===== src/rtl/sdf_pkg.sv =====
// Shared constants, phase type and saturating reducer for the radix-2 SDF stage.
// Optional feature macro: SDF_SAT_EN (saturating add/sub instead of wrap).
package sdf_pkg;

   localparam int INTEGER_SIZE = 6;
   localparam int FRACT_SIZE   = 12;
   localparam int DATA_WIDTH   = INTEGER_SIZE + FRACT_SIZE;
   localparam int Q_ONE        = 1 << FRACT_SIZE;
   localparam int TW_ADDR_W    = 6;

   typedef enum logic {
      PH_A = 1'b0,
      PH_B = 1'b1
   } phase_e;

`ifdef SDF_SAT_EN
   // Clamp a sign-extended sum to the signed range of a w-bit word; caller keeps the low w bits.
   function automatic logic signed [31:0] sat_add(input logic signed [32:0] s, input int w);
      logic signed [32:0] hi;
      logic signed [32:0] lo;
      hi = (33'sd1 <<< (w - 1)) - 33'sd1;
      lo = -(33'sd1 <<< (w - 1));
      if (s > hi)
         return hi[31:0];
      else if (s < lo)
         return lo[31:0];
      else
         return s[31:0];
   endfunction
`endif

endpackage


===== src/rtl/sdf_feedback_fifo.sv =====
// D-deep complex shift register with shift enable; head is the oldest entry.
module sdf_feedback_fifo #(
   parameter int DEPTH = 4,
   parameter int DW    = 18
) (
   input  logic                 clk,
   input  logic                 rst,
   input  logic                 i_en,
   input  logic signed [DW-1:0] i_din_r,
   input  logic signed [DW-1:0] i_din_i,
   output logic signed [DW-1:0] o_head_r,
   output logic signed [DW-1:0] o_head_i
);

   logic signed [DW-1:0] r_mem_r [DEPTH];
   logic signed [DW-1:0] r_mem_i [DEPTH];

   genvar gi;
   generate
      for (gi = 0; gi < DEPTH; gi++) begin : g_tap
         always_ff @(posedge clk) begin
            if (rst) begin
               r_mem_r[gi] <= '0;
               r_mem_i[gi] <= '0;
            end else if (i_en) begin
               if (gi == 0) begin
                  r_mem_r[gi] <= i_din_r;
                  r_mem_i[gi] <= i_din_i;
               end else begin
                  r_mem_r[gi] <= r_mem_r[(gi > 0) ? gi - 1 : 0];
                  r_mem_i[gi] <= r_mem_i[(gi > 0) ? gi - 1 : 0];
               end
            end
         end
      end
   endgenerate

   assign o_head_r = r_mem_r[DEPTH-1];
   assign o_head_i = r_mem_i[DEPTH-1];

endmodule


===== src/rtl/sdf_r2_stage.sv =====
// Radix-2 SDF butterfly stage: phase counter, primed flag, add/sub, twiddle index.
// Optional feature macro: SDF_SAT_EN (saturate sums/differences instead of wrapping).
module sdf_r2_stage
   import sdf_pkg::*;
#(
   parameter int INTEGER_SIZE = 6,
   parameter int FRACT_SIZE   = 12,
   parameter int DEPTH        = 4
) (
   input  logic                                       clk,
   input  logic                                       rst,
   input  logic                                       in_valid,
   input  logic signed [INTEGER_SIZE+FRACT_SIZE-1:0]  in_r,
   input  logic signed [INTEGER_SIZE+FRACT_SIZE-1:0]  in_i,
   output logic                                       out_valid,
   output logic signed [INTEGER_SIZE+FRACT_SIZE-1:0]  out_r,
   output logic signed [INTEGER_SIZE+FRACT_SIZE-1:0]  out_i,
   output logic [TW_ADDR_W-1:0]                       tw_addr
);

   localparam int DW    = INTEGER_SIZE + FRACT_SIZE;
   localparam int LOG2D = $clog2(DEPTH);
   localparam int CW    = LOG2D + 1;

   logic [CW-1:0]        r_cnt;
   logic                 r_primed;
   logic                 r_out_valid;
   logic signed [DW-1:0] r_out_r;
   logic signed [DW-1:0] r_out_i;
   logic [1:0]           r_tw;

   phase_e               w_phase;
   logic signed [DW-1:0] w_head_r, w_head_i;
   logic signed [DW:0]   w_sum_r, w_sum_i, w_dif_r, w_dif_i;
   logic signed [DW-1:0] w_sum_red_r, w_sum_red_i, w_dif_red_r, w_dif_red_i;
   logic signed [DW-1:0] w_fifo_in_r, w_fifo_in_i;
   logic [1:0]           w_tw;

   // The counter MSB selects the half-frame, so it wraps mod 2*D for free.
   assign w_phase = r_cnt[LOG2D] ? PH_B : PH_A;

   assign w_sum_r = {w_head_r[DW-1], w_head_r} + {in_r[DW-1], in_r};
   assign w_sum_i = {w_head_i[DW-1], w_head_i} + {in_i[DW-1], in_i};
   assign w_dif_r = {w_head_r[DW-1], w_head_r} - {in_r[DW-1], in_r};
   assign w_dif_i = {w_head_i[DW-1], w_head_i} - {in_i[DW-1], in_i};

`ifdef SDF_SAT_EN
   logic signed [31:0] w_sat_sum_r, w_sat_sum_i, w_sat_dif_r, w_sat_dif_i;
   assign w_sat_sum_r = sat_add(33'(w_sum_r), DW);
   assign w_sat_sum_i = sat_add(33'(w_sum_i), DW);
   assign w_sat_dif_r = sat_add(33'(w_dif_r), DW);
   assign w_sat_dif_i = sat_add(33'(w_dif_i), DW);
   assign w_sum_red_r = w_sat_sum_r[DW-1:0];
   assign w_sum_red_i = w_sat_sum_i[DW-1:0];
   assign w_dif_red_r = w_sat_dif_r[DW-1:0];
   assign w_dif_red_i = w_sat_dif_i[DW-1:0];
`else
   assign w_sum_red_r = w_sum_r[DW-1:0];
   assign w_sum_red_i = w_sum_i[DW-1:0];
   assign w_dif_red_r = w_dif_r[DW-1:0];
   assign w_dif_red_i = w_dif_i[DW-1:0];
`endif

   assign w_fifo_in_r = (w_phase == PH_B) ? w_dif_red_r : in_r;
   assign w_fifo_in_i = (w_phase == PH_B) ? w_dif_red_i : in_i;

   // Only four twiddles are used, so the index is the top two bits of the in-half position.
   assign w_tw = 2'(r_cnt[LOG2D-1:0] >> (LOG2D - 2));

   sdf_feedback_fifo #(
      .DEPTH (DEPTH),
      .DW    (DW)
   ) u_fifo (
      .clk      (clk),
      .rst      (rst),
      .i_en     (in_valid),
      .i_din_r  (w_fifo_in_r),
      .i_din_i  (w_fifo_in_i),
      .o_head_r (w_head_r),
      .o_head_i (w_head_i)
   );

   always_ff @(posedge clk) begin
      if (rst) begin
         r_cnt       <= '0;
         r_primed    <= 1'b0;
         r_out_valid <= 1'b0;
         r_out_r     <= '0;
         r_out_i     <= '0;
         r_tw        <= '0;
      end else begin
         r_out_valid <= in_valid && ((w_phase == PH_B) || r_primed);
         if (in_valid) begin
            r_cnt <= r_cnt + 1'b1;
            if (w_phase == PH_B) begin
               r_primed <= 1'b1;
               r_out_r  <= w_sum_red_r;
               r_out_i  <= w_sum_red_i;
               r_tw     <= '0;
            end else begin
               r_out_r  <= w_head_r;
               r_out_i  <= w_head_i;
               r_tw     <= w_tw;
            end
         end
      end
   end

   assign out_valid = r_out_valid;
   assign out_r     = r_out_r;
   assign out_i     = r_out_i;
   assign tw_addr   = {{(TW_ADDR_W-2){1'b0}}, r_tw};

endmodule


===== config.mk =====
export PLATFORM = sky130hd
export DESIGN_NAME = sdf_r2_stage
export DESIGN_NICKNAME = d
export VERILOG_FILES = /design/src/rtl/sdf_pkg.sv /design/src/rtl/sdf_feedback_fifo.sv /design/src/rtl/sdf_r2_stage.sv
export SDC_FILE = /design/constraint.sdc
export NUM_CORES = 1
export LEC_CHECK = 0
export CAP_MARGIN = 30
export CORE_ASPECT_RATIO = 0.6
export CORE_MARGIN = 1.5
export CORE_UTILIZATION = 30
export CTS_CLUSTER_DIAMETER = 30
export CTS_CLUSTER_SIZE = 28
export DETAILED_ROUTE_END_ITERATION = 8
export GPL_ROUTABILITY_DRIVEN = 0
export GPL_TIMING_DRIVEN = 0
export PLACE_DENSITY_LB_ADDON = 0.2
export SLEW_MARGIN = 25
export SYNTH_ARGS = -nofsm -noshare
export SYNTH_HDL_FRONTEND = slang
export SYNTH_SLANG_ARGS = --single-unit

===== constraint.sdc =====
create_clock -name clk -period 5.16 [get_ports clk]
set_clock_uncertainty 0.2 [all_clocks]
set_input_delay 1.29 -clock clk [delete_from_list [all_inputs] [get_ports clk]]
set_output_delay 1.29 -clock clk [all_outputs]
set_load 0.005 [all_outputs]

Yosys cells after proc, flatten, opt, wreduce, memory -nomap -nowiden
Memory sizes are Yosys's and may differ from the RTL's.
Cells that the tools add are included.
W data, S select, Z words.
{"block": "totals", "latch_bits": 0, "mem_bits_ro": 0, "input_bits": 39, "mem_bits_rw": 144, "out_inout_bits": 43, "memories": 2, "wordCells": 43, "regBits": 43}
{"memory": "u_fifo.r_mem_i", "words": 4, "width": 18, "read_ports": 4, "rd_ports_with_merged_regs": 0, "wr": 4, "line_no": "sdf_feedback_fifo.sv:16", "text": "logic signed [DW-1:0] r_mem_i [DEPTH];"}
{"memory": "u_fifo.r_mem_r", "words": 4, "width": 18, "read_ports": 4, "rd_ports_with_merged_regs": 0, "wr": 4, "line_no": "sdf_feedback_fifo.sv:15", "text": "logic signed [DW-1:0] r_mem_r [DEPTH];"}
{"block": "classes", "n_reduce_logical": 3, "muxes": 19, "n_eq_ne": 0, "shifts": 0, "add_sub_neg": 5, "n_lt_le_gt_ge": 0, "multipliers": 0, "div": 0, "bitwise": 8}
{"op": "$mux W18", "count": 12}
{"op": "$add A18 B18 Y18", "count": 2}
{"op": "$sub A18 B18 Y18", "count": 2}
{"op": "$or A1 B1 Y1", "count": 8}
{"op": "$mux W1", "count": 6}
{"op": "$add A3 B1 Y3 const B", "count": 1}
{"op": "$mux W2", "count": 1}
{"op": "$reduce_and A2 Y1", "count": 1}
{"op": "$logic_and A1 B1 Y1", "count": 1}
{"op": "$logic_or A1 B1 Y1", "count": 1}

Depth between registers and ports, before layout
{"block": "depth", "depth_word": 4, "ltp_mapped": 11, "mapped_depth_nobuf": 11}

Cells and area by module
From an unflattened synthesis, not the netlist that was laid out.
{"block": "hier_totals", "cells_unflattened": 1146, "area_unflattened_um2": 11666.2}
{"module": "sdf_r2_stage", "n_inst": 1, "seq_area_each_um2": 860.8, "cells_each": 826, "area_each_um2": 5884.4}
{"module": "sdf_feedback_fifo", "n_inst": 1, "seq_area_each_um2": 4324.1, "cells_each": 320, "area_each_um2": 5781.8}

Least setup slack after synthesis
No wires, ideal clock.
{"block": "synth_path", "path_kind": "input to register", "startpoint": "input port in_valid", "endpoint": "memory u_fifo.r_mem_i[0][0], enable pin", "n_path_buf": 1, "t_arrival_ns": 4.275, "path_slack_ns": 0.188, "setup_ns": 0.497, "cell_stages": 3, "path_cell_list": "buf_6 -> nor2_1 -> inv_1"}
{"item": "start, declared", "line_no": "sdf_r2_stage.sv:12", "text": "input logic in_valid,"}
{"item": "end, declared", "line_no": "sdf_feedback_fifo.sv:16"}

==> impl_results.md <==
- Most frequent cells in the layout: 144 x edfxtp_1, 111 x and3_1, 110 x nor2_1, 76 x clkdlybuf4s50_1, 70 x a21oi_1
- DRC: 0
- Sequential share of the synthesized area: 47.6%
- Total gr overflow: 0
- Power per standard cell area: 293 nW/um^2
- Global Route Usage Sum: 19.6%
- Outcome: completed
- CP cell instances: clkdlybuf4s50_1 > ha_1 > fa_1 > nor2b_1 > o21ai_0 > a21boi_1 > o21ai_0 > a21boi_0 > a221oi_1 > or4_1 > o311ai_1
- Largest family of logic cells by synthesized area: simple AND/OR/NAND/NOR gates
- Final net count: 1281
- Synth Area in Simple Gates: 16.8%
- Endpoints failing hold: 0
- Top delay family on crit path: compound AO/OA/AOI/OAI gates
- Wire per inst: 21.9 um
- Leakage: 5.45 nW
- Worst-Skew Late Latency: 0.46 ns
- Post-Synth Adder-Cell Area: 8.66%
- Largest net degree at the start of global routing: 100
- Total routed wirelength: 36100 um
- Hold bufs inserted after CTS: 0
- Synthesis-to-layout area growth: 18.2%
- Crit end category: register
- Crit path time final: 4.56 ns
- Core ar.: 35300 um^2
- Final Max Tran Viols: 0
- Max-cap violations: 0
- Ys async rst share: 0%
- Worst EP arrival: 4.52 ns
- Mux cell area share after synthesis: 2.49%
- Vias per inst: 5.19
- Worst slew pin tran: 1.02 ns
- WP data required: 5.12 ns
- # diodes: 0
- Yosys cell types: 81
- Ys flop type: edfxtp_1
- Vias after detailed routing: 8564
- Port-buffer cells: 76
- TritonCTS clock tree: done
- Antenna Violating Nets Remaining: 0
- Num CTS Buffers: 17
- Initial antenna violation count: 1
- Mean area per synthesized cell: 10.2 um^2
- Maximum buffer depth of the clock tree: 2
- Critical path class: primary input to register
- Slew headroom: 32.0%
- Setup ws final: 0.600 ns
- YS warnings: 0
- Die Ht: 151 um
- Site row count: 53
- Yosys reg bits: 187
- Post-synthesis xor/xnor area fraction: 3.94%
- RSZ-0062 raised after global routing: false
- Post-CTS Resized: 0
- Worst Hold Class: register to register
- Startpoint Class: primary input
- Place WS: 0.107 ns
- Largest fanout on the critical path: 4
- DR iter-0 viols: 1002
- Post-synth EDFFs: 144
- Vias in the first global route: 7971
- Mapped Area: 10900 um^2
- Die ar.: 37500 um^2
- Most used cell, CP: o21ai_0
- Clock root cell: clkbuf_16
- Ratio of cells with drive above 1 in the final layout: 6.26%
- Clk sinks: 187
- Synth Area in Compound Gates: 14.8%
- First-pass GRT wire length: 53100 um
- Synth Instances: 1069
- Final setup violation count: 0
- Peak supply drop: 0.232 mV
- Num ports: 82
- Most common cell after layout, fill and taps aside: edfxtp_1
- Clock slew at reported path FFs: 0.08 ns
- WP buf/inv: 1
- Final Hold Slack: 0.266 ns
- Initial DRT Pass Iterations: 5
- Peak Freq: 219 MHz
- Post-CTS setup buffer count: 0
- Final period util: 88.4%
- Die width: 249 um
- DP HPWL: 27700 um
- Max stage delay on crit path: 0.47 ns
- H-Tree Depth: 4
- Crit path max-delay cell type: clkdlybuf4s50_1
- Initial Utilization: 30.8%
[Yosys cell counts (4+ instances only)]
cell type,instances,area (um^2)
a22oi_1,9,67.6
nor2_1,110,413
buf_6,6,67.6
edfxtp_1,144,4320
nand2_1,40,150
or3_1,6,37.5
clkbuf_1,53,199
o21bai_1,9,67.6
a31oi_1,7,43.8
a21o_1,15,113
xnor2_1,35,307
buf_4,4,30.0
a211o_1,7,61.3
a32oi_1,4,35.0
dfxtp_1,43,861
a211oi_1,14,105
fa_1,4,80.1
nand3_1,18,90.1
inv_1,68,255
nor4_1,4,25.0
and3_1,111,694
o21ai_0,30,150
o31ai_1,5,37.5
o21a_1,6,45.0
ha_1,69,863
nand2b_1,13,81.3
buf_2,4,20.0
xor2_1,14,123
o221ai_1,4,35.0
buf_1,4,15.0
nor2b_1,11,68.8
a21oi_1,70,350
nor3_1,22,110
o22ai_1,9,56.3
mux2i_1,26,260
[power by group]
part	internal (mW)	leakage [nW]	switching (mW)
clock network	0.645	0.282	0.683
logic	0.270	3.22	0.407
registers	1.72	1.95	0.0539
total	2.63	5.45	1.14
[worst reg2reg max path: stages (launching register included)]
cell      delay [ns]
edfxtp_1        0.53
inv_1           0.09
ha_1            0.23
fa_1            0.40
nor2b_1         0.18
o21ai_0         0.13
a21boi_1        0.34
o21ai_0         0.21
a21boi_0        0.37
a221oi_1        0.20
or4_1           0.42
o311ai_1        0.23
[area by class of cell]
cell class | instances | area [um^2]
plain buffers | 74 | 358
multi-input cells | 742 | 5100
flip-flops and latches | 187 | 5180
clock inverters | 15 | 156
inverters | 69 | 267
clock buffers | 17 | 425
fillers | 3506 | 22500
well taps | 467 | 584
repair buffers | 78 | 792
[routing by layer]
metal / share of wire (%) / GRT usage [%] / vias to the layer above
met5: 0 / 0 / -
met2: 38 / 25.3 / 331
met1: 53 / 31.2 / 4122
li1: - / - / 4072
met3: 7.6 / 4.62 / 39
met4: 1.4 / 5.31 / 0
[cell families (layout without fill, tap and decap cells)]
group	after synthesis	after routing
compound gates	235	235
buf+inv	143	253
simple gates	354	354
other cells	1	4
fa+ha+maj	73	73
flops	187	187
xor+xnor	49	49
mux	27	27
[worst paths after layout]
| path | from | endpoint | slack, ns | cells past startpoint |
|---|---|---|---|---|
| setup reg to reg | u_fifo.r_mem_i[3][0] | u_fifo.r_mem_i[0][16] | 1.33 | 11 |
| setup / recovery | in_i[0] | u_fifo.r_mem_i[0][16] | 0.60 | 11 |
| hold reg to reg | r_tw[0] | r_tw[0] | 0.27 | 2 |
| hold / removal | r_tw[0] | r_tw[0] | 0.27 | 2 |
[through the flow]
stage	util, %	TNS (ns)	total power [mW]	std cells	instance area, um^2
6_report	36.4	0	3.78	1649	12900
5_1_grt	36.4	0	3.91	1649	12900
2_1_floorplan	-	0	2.22	1072	10900
4_1_cts	36.4	0	3.78	1649	12900
3_5_place_dp	34.8	0	2.47	1617	12300
3_3_place_gp	34.6	-256.63	2.47	1615	12200
[registers in the layout, summed over array words and instances (netlist names)]
| register | count |
|---|---|
| out_i | 18 |
| u_fifo.r_mem_r | 72 |
| r_tw | 2 |
| u_fifo.r_mem_i | 72 |
| out_r | 18 |
| r_primed | 1 |
| r_cnt | 3 |
| out_valid | 1 |
(Power assumes the default switching activity.)
